### config.mk
export PLATFORM = sky130hd
export DESIGN_NAME = comparatore_seriale
export DESIGN_NICKNAME = d
export VERILOG_FILES = /design/src/rtl/comparatore_pkg.sv /design/src/rtl/comparatore_seriale_cella.sv /design/src/rtl/comparatore_seriale.sv
export SDC_FILE = /design/constraint.sdc
export NUM_CORES = 1
export LEC_CHECK = 0
export ABC_CLOCK_PERIOD_IN_PS = 3880
export CAP_MARGIN = 30
export CORE_ASPECT_RATIO = 1.2
export CORE_UTILIZATION = 45
export CTS_BUF_LIST = sky130_fd_sc_hd__clkbuf_4 sky130_fd_sc_hd__clkbuf_8
export CTS_CLUSTER_SIZE = 12
export DETAILED_ROUTE_END_ITERATION = 10
export GPL_ROUTABILITY_DRIVEN = 0
export PLACE_DENSITY = 0.77
export SLEW_MARGIN = 20
export SYNTH_ARGS = -nofsm -noshare
export SYNTH_HDL_FRONTEND = slang
export SYNTH_HIERARCHICAL = 1
export SYNTH_SLANG_ARGS = --single-unit
### constraint.sdc
create_clock -name clock -period 3.88 [get_ports clock]
set_clock_uncertainty 0.1 [all_clocks]
set_input_delay 0.97 -clock clock [delete_from_list [all_inputs] [get_ports clock]]
set_output_delay 0.97 -clock clock [all_outputs]
set_load 0.03 [all_outputs]
### src/rtl/comparatore_pkg.sv
// Shared definitions for the serial comparator: FSM state encoding and default operand width.
package comparatore_pkg;

  localparam int unsigned W_DEFAULT = 8;

  typedef enum logic [1:0] {
    IDLE  = 2'b00,
    SHIFT = 2'b01,
    DONE  = 2'b10
  } state_t;

endpackage

### src/rtl/comparatore_seriale_cella.sv
// One-bit equality cell: z is high when both input bits match.
module cella_confronto (
  input  logic x1,
  input  logic x0,
  output logic z
);

  assign z = ~(x1 ^ x0);

endmodule

### src/rtl/comparatore_seriale.sv
// Serial LSB-first equality comparator; reports the index of the lowest mismatching bit.
// Define COMPARATORE_EARLY_EXIT_EN to finish as soon as the first mismatch is seen.
module comparatore_seriale
  import comparatore_pkg::*;
#(
  parameter int W = W_DEFAULT
) (
  input  logic                 clock,
  input  logic                 reset,
  input  logic                 start,
  input  logic [W-1:0]         a,
  input  logic [W-1:0]         b,
  output logic                 busy,
  output logic                 done,
  output logic                 equal,
  output logic [$clog2(W)-1:0] first_diff,
  output logic [1:0]           dbg_state
);

  localparam int CW = $clog2(W);

  // Handshake: start is accepted only in IDLE; done is a single-cycle pulse, and
  // equal/first_diff are stable from done until the next accepted start.

  state_t         state_q, state_d;
  logic [W-1:0]   a_q, b_q;
  logic [CW-1:0]  cnt_q;
  logic           equal_q;
  logic [CW-1:0]  first_diff_q;
  logic           bit_eq;
  logic           cnt_last;

  assign cnt_last = (cnt_q == CW'(W - 1));

  cella_confronto u_cella (
    .x1 (a_q[0]),
    .x0 (b_q[0]),
    .z  (bit_eq)
  );

  always_ff @(posedge clock or posedge reset) begin
    if (reset) state_q <= IDLE;
    else       state_q <= state_d;
  end

  always_comb begin
    state_d = state_q;
    case (state_q)
      IDLE:  if (start) state_d = SHIFT;
      SHIFT: begin
`ifdef COMPARATORE_EARLY_EXIT_EN
        if (!bit_eq || cnt_last) state_d = DONE;
`else
        if (cnt_last) state_d = DONE;
`endif
      end
      DONE:    state_d = IDLE;
      default: state_d = IDLE;
    endcase
  end

  always_comb begin
    busy      = (state_q == SHIFT);
    done      = (state_q == DONE);
    dbg_state = state_q;
  end

  // Operands shift right so bit 0 always carries the pair under comparison.
  always_ff @(posedge clock or posedge reset) begin
    if (reset) begin
      a_q          <= '0;
      b_q          <= '0;
      cnt_q        <= '0;
      equal_q      <= 1'b0;
      first_diff_q <= '0;
    end else begin
      case (state_q)
        IDLE: begin
          if (start) begin
            a_q          <= a;
            b_q          <= b;
            cnt_q        <= '0;
            equal_q      <= 1'b1;
            first_diff_q <= '0;
          end
        end
        SHIFT: begin
          a_q <= a_q >> 1;
          b_q <= b_q >> 1;
          if (!cnt_last) cnt_q <= cnt_q + CW'(1);
          // equal_q still high means no earlier mismatch in this operation.
          if (!bit_eq && equal_q) begin
            equal_q      <= 1'b0;
            first_diff_q <= cnt_q;
          end
        end
        default: ;
      endcase
    end
  end

  assign equal      = equal_q;
  assign first_diff = first_diff_q;

endmodule

==> results of run 1 <==
==> tightest hold or removal path, cell delays in order (launching register included) <==
cell	delay, ns
dfrtp_1	0.36
nand2_1	0.04
o21ai_0	0.06
==> sequential cells by signal, summed over array words and instances (netlist names) <==
signal / cells
cnt_q: 3
equal: 1
b_q: 8
dbg_state: 2
a_q: 8
first_diff: 3
==> synthesized netlist by cell type <==
library cell  instances  area [um^2]
buf_4                 1         7.51
o21ai_0              16         80.1
a21oi_2               1         8.76
o21ai_1               5         25.0
a31oi_1              11         68.8
clkbuf_1              2         7.51
a22o_1                3         26.3
and4bb_1              1         12.5
inv_2                 1         3.75
nor2b_2               1         8.76
a22oi_1               5         37.5
ha_1                  2         25.0
o21bai_4              1         18.8
and2_1               11         68.8
a21oi_1               4         20.0
xnor2_1               1         8.76
inv_1                 2         7.51
nor2_1                3         11.3
nor2b_1               3         18.8
nand2_1              20         75.1
nor3_1                2         10.0
buf_6                 2         22.5
buf_2                 2         10.0
and2b_4               1         10.0
dfrtp_1              25          626
==> logic make-up (layout without fill, tap and decap cells) <==
family,count (synthesis),after routing,synth area share
compound gates,46,46,0.234
xor+xnor,1,1,0.00719
fa+ha+maj,2,2,0.0205
buf+inv,10,35,0.0483
flops,25,25,0.513
simple gates,42,42,0.177
==> how the worst max path moves through the flow <==
stage | depth (start not counted) | to | slack (ns) | startpoint
2_1_floorplan | 2 | done | 1.47 | dbg_state[1]
3_3_place_gp | 2 | done | 1.13 | dbg_state[1]
3_5_place_dp | 2 | done | 1.09 | dbg_state[1]
4_1_cts | 2 | done | 0.70 | dbg_state[1]
5_1_grt | 2 | done | 0.55 | dbg_state[1]
6_report | 2 | done | 0.73 | dbg_state[1]
==> final cells by class <==
| class | count | area (um^2) |
|---|---|---|
| fillers | 248 | 1030 |
| flip-flops and latches | 25 | 626 |
| multi-input cells | 91 | 534 |
| repair buffers | 28 | 283 |
| well taps | 33 | 41.3 |
| clock buffers | 4 | 30.0 |
| inverters | 3 | 11.3 |
==> metrics by stage <==
step / instances / hold slack, ns
global placement: 179 / 0.359
detailed placement: 179 / 0.363
finish: 184 / 0.388
global route: 184 / 0.417
floorplan: 126 / 0.341
CTS: 183 / 0.393
==> per-layer routing <==
metal	global-route usage	part of all wire	wire length, um
met1	0.235	0.42	1060
met2	0.374	0.53	1330
met3	0.0308	0.032	80
met4	0.0980	0.014	35
met5	0	0	0
==> power breakdown <==
group          leakage, nW  internal [mW]  total, mW  switching [mW]
logic                0.299          0.206      0.459           0.253
clock network       0.0184         0.0472      0.122          0.0751
registers            0.323          0.363      0.435          0.0726
total                0.640          0.616       1.02           0.401
==> run metrics, run 1 <==
Period minus WS final=3.15 ns; RR Startpoint=dbg_state[1]; RR Endpoint=first_diff[1]; Layout Utilization=0.598; fmax=0.318 GHz; Die Ht=59.0 um; I/O pin cnt=27; pre-CTS WS=1.09 ns; post-synthesis instance total=126; maximum vdd drop=0.000465 V; yosys warns=6; TritonCTS clock tree=built; Worst Path Required=2.81 ns; Final TNS setup=0 ns; Critical Path Slowest Stage Cell=dfrtp_1; die width=49.5 um; clk sinks=25; first-pass GRT wire length=4430 um; Port Buf Inserts=26; starting density of the core=0.477; worst-case clock buffer depth=2; worst-path fanout max=27; worst stage delay on the critical path=0.85 ns; RSZ-0062 raised after global routing=no; most common cell after layout, fill and taps aside=clkdlybuf4s50_1; share of cells above drive strength 1=0.0728; # diodes=0; Resized Gates After CTS=0; end of the worst hold path=b_q[2]; R2R cell count=3; core footprint=0.00255 mm^2; Cell Rows=20; Net Count, Synth=147; status=finished, final reports clean; worst path cell trace=nor2b_1, clkdlybuf4s50_1; largest net degree at the start of global routing=28; maxcap violations=0; mean post-synth cell area=9.67 um^2; HP Start=b_q[2]; worst hold path class=reg2reg; antenna violations before repair=0; Final Setup Violations=0; vias in the first global route=1027; drt total wl=2510 um; gr ovfl total=0; Layout area overhead=25.2%; Worst Setup Start Kind=flip-flop; Hold Violations, Final=0; crit path DAT=2.08 ns; Syn Std Cell Area=0.00122 mm^2; Distinct cells, synth=25; commonest non-fill, non-tap cells in the layout=26 x clkdlybuf4s50_1, 25 x dfrtp_1, 20 x nand2_1; slew margin rel.=0.499; final setup margin=0.731 ns; Post-CTS Setup Repair Bufs=0; cts bufs inserted=3; Routed Antenna Nets=0; Bufs and invs on worst path=1; post-DP HPWL=1750 um; Worst Hold Path Cells=2; DR pass1 iterations=4; PD cells=666 mW/mm^2; CTS root buffer=clkbuf_4; Crit path max-delay family=flip-flops; sequential element share of the synthesized area=0.513; Design Area, Final=0.00153 mm^2; Tot GR Track Use=0.204; Worst Max-Slew Pin Slew=0.752 ns; Final Power=1.02 mW; full die area=0.00292 mm^2; initial drt markers=22; FF-to-FF setup slack=2.25 ns; worst skew pair latency=0.31 ns; # DRC=0; routed via count=991; wire per inst=13.6 um; final-stage net count=173; CTS Hold Bufs=0; Pleak=0.640 nW; Setup CP Type=reg2out; Slew Viols, Final=0; Final Cycle Share=0.812; post-DR vias/cell=5.39; crit path capture type=output pin; register bit count reported by yosys=25; CTS clk-pin slew, worst paths=0.13 ns; H-Tree Depth=1; Placed Instance Area=0.00148 mm^2
No activity file was read; power rests on OpenSTA's default activity.
==> run 2, diff against run 1 <==
--- a/config.mk
+++ b/config.mk
@@ -5,7 +5,7 @@
 export SDC_FILE = /design/constraint.sdc
 export NUM_CORES = 1
 export LEC_CHECK = 0
-export ABC_CLOCK_PERIOD_IN_PS = 3880
+export ABC_CLOCK_PERIOD_IN_PS = 3300
 export CAP_MARGIN = 30
 export CORE_ASPECT_RATIO = 1.2
 export CORE_UTILIZATION = 45
==> constraint.sdc (replaced) <==
create_clock -name clock -period 3.3 [get_ports clock]
set_clock_uncertainty 0.1 [all_clocks]
set_input_delay 0.825 -clock clock [delete_from_list [all_inputs] [get_ports clock]]
set_output_delay 0.825 -clock clock [all_outputs]
set_load 0.03 [all_outputs]
==> run 2 against run 1 <==
  * Total power grew 19%
  * Critical path type unchanged
  * Sequential power grew 19%
  * Clock-buffer cell count is the same
  * Sequential share of layout area is the same
  * Largest power group unchanged
==> run metrics, run 2 (synthesized netlist as in run 1, its figures left out) <==
worst skew pair latency=0.32 ns (about the same); Crit path max-delay family=buffers and inverters; core footprint=0.00255 mm^2 (unchanged); Pleak=0.643 nW (+0.44%); CTS clk-pin slew, worst paths=0.13 ns (about the same); RSZ-0062 raised after global routing=no; biggest regs=a_q: 8 flops, b_q: 8 flops; Worst Setup Start Kind=flip-flop; Port Buf Inserts=26 (unchanged); Final Cycle Share=0.864; gr ovfl total=0 (unchanged); Period minus WS final=2.85 ns; # fillers=249 (+0.40%); fmax=0.351 GHz; I/O pin cnt=27 (unchanged); slew margin rel.=0.578 (+0.0790); Final Hold Slack=0.394 ns (+0.00618 ns); Hold Violations, Final=0 (unchanged); post-DR vias/cell=5.50 (+2.2%); Setup CP Type=reg2out; Worst Max-Slew Pin Slew=0.631 ns (-0.120 ns); Cell Rows=20 (unchanged); Critical Path Slowest Stage Cell=clkdlybuf4s50_1; CTS root buffer=clkbuf_4; worst stage delay on the critical path=0.67 ns (-0.18 ns); largest net degree at the start of global routing=26 (-7.1%); DR pass1 iterations=4 (unchanged); most common cell after layout, fill and taps aside=clkdlybuf4s50_1; CTS Hold Bufs=0 (unchanged); first-pass GRT wire length=4240 um (-4.2%); Die Ht=59.0 um (unchanged); internal power=0.724 mW (+18%); share of cells above drive strength 1=0.0789 (+0.00610); worst-case clock buffer depth=2 (unchanged); net switching power=0.481 mW (+20%); end of the worst hold path=b_q[6]; Layout area overhead=25.2% (unchanged); HP Start=b_q[6]; clock power share=0.122 (+0.002); commonest non-fill, non-tap cells in the layout=26 x clkdlybuf4s50_1, 25 x dfrtp_1, 20 x nand2_1; drt total wl=2570 um (+2.5%); Critical Path Stages=3 (+1); worst hold path class=reg2reg; crit path capture type=output pin; Sw Ratio=0.399 (+0.00485); cts bufs inserted=3 (unchanged); worst-path fanout max=18 (-33%); Worst Path Required=2.37 ns (-0.44 ns); Slew Viols, Final=0 (unchanged); FF-to-FF setup slack=1.75 ns (-0.50 ns); die width=49.5 um (unchanged); H-Tree Depth=1 (unchanged); Resized Gates After CTS=0 (unchanged); TritonCTS clock tree=built; status=finished, final reports clean; Bufs and invs on worst path=2 (+1); maximum vdd drop=0.000378 V (-19%); PD cells=791 mW/mm^2 (+19%); Worst Hold Path Cells=2 (unchanged); wire per inst=13.9 um (+1.9%); routed via count=1018 (+2.7%); Post-CTS Setup Repair Bufs=0 (unchanged); post-DP HPWL=1820 um (+4.0%); Comb pwr share=0.448 (-0.003); initial drt markers=21 (-4.5%); Routed Antenna Nets=0 (unchanged); Final TNS setup=0 ns (unchanged); Tot GR Track Use=0.195 (-0.00975); crit path DAT=1.93 ns (-0.15 ns); full die area=0.00292 mm^2 (unchanged); RR Startpoint=dbg_state[1]; vias in the first global route=990 (-3.6%); final-stage net count=174 (+0.58%); R2R cell count=4 (+1); starting density of the core=0.477 (unchanged); RR Endpoint=b_q[2]; Layout Utilization=0.598 (unchanged); maxcap violations=0 (unchanged); # diodes=0 (unchanged); worst path cell trace=buf_4, nor2_1, clkdlybuf4s50_1; pre-CTS WS=0.809 ns (-0.278 ns); final setup margin=0.447 ns (-0.284 ns); antenna violations before repair=0 (unchanged); sequential share of power=0.430 (+0.002); # DRC=0 (unchanged); Final Setup Violations=0 (unchanged); clk sinks=25 (unchanged)
==> run 2: tightest hold or removal path, cell delays in order (launching register included) <==
cell     delay, ns
dfrtp_1       0.36
nand2_1       0.04
o21ai_0       0.06
==> run 2: cell type report <==
class	instances	area, um^2	share of cell area
clock buffer	4	30.0	0.0197
multi-input combinational	91	534	0.350
sequential	25	626	0.410
inverter	3	11.3	0.00738
tap	33	41.3	0.0271
timing repair buffer	29	283	0.185
==> run 2: power by group through the flow <==
stage,sequential (mW),combinational [mW],clock (mW)
final,0.519,0.540,0.148
after global routing,0.537,0.594,0.164
after CTS,0.519,0.540,0.154
after detailed placement,0.527,0.539,0
after global placement,0.520,0.516,0
after floorplan,0.549,0.348,0
==> run 2: through the flow <==
step                cells  cell area [um^2]  total power, mW
floorplan             126              1220            0.896
global placement      181              1500             1.04
detailed placement    181              1500             1.07
CTS                   185              1530             1.21
global route          185              1530             1.30
finish                185              1530             1.21
==> run 2: how the worst max path moves through the flow <==
stage,start,end
CTS,dbg_state[1],busy
global placement,dbg_state[1],busy
floorplan,dbg_state[1],done
detailed placement,dbg_state[1],busy
global route,dbg_state[1],busy
finish,dbg_state[1],busy
==> run 2: layer usage <==
metal	routed length, um	track usage	part of all wire
met2	1250	0.356	0.49
met4	71	0.106	0.028
met1	1160	0.214	0.45
met5	0	0	0
met3	92	0.0359	0.036
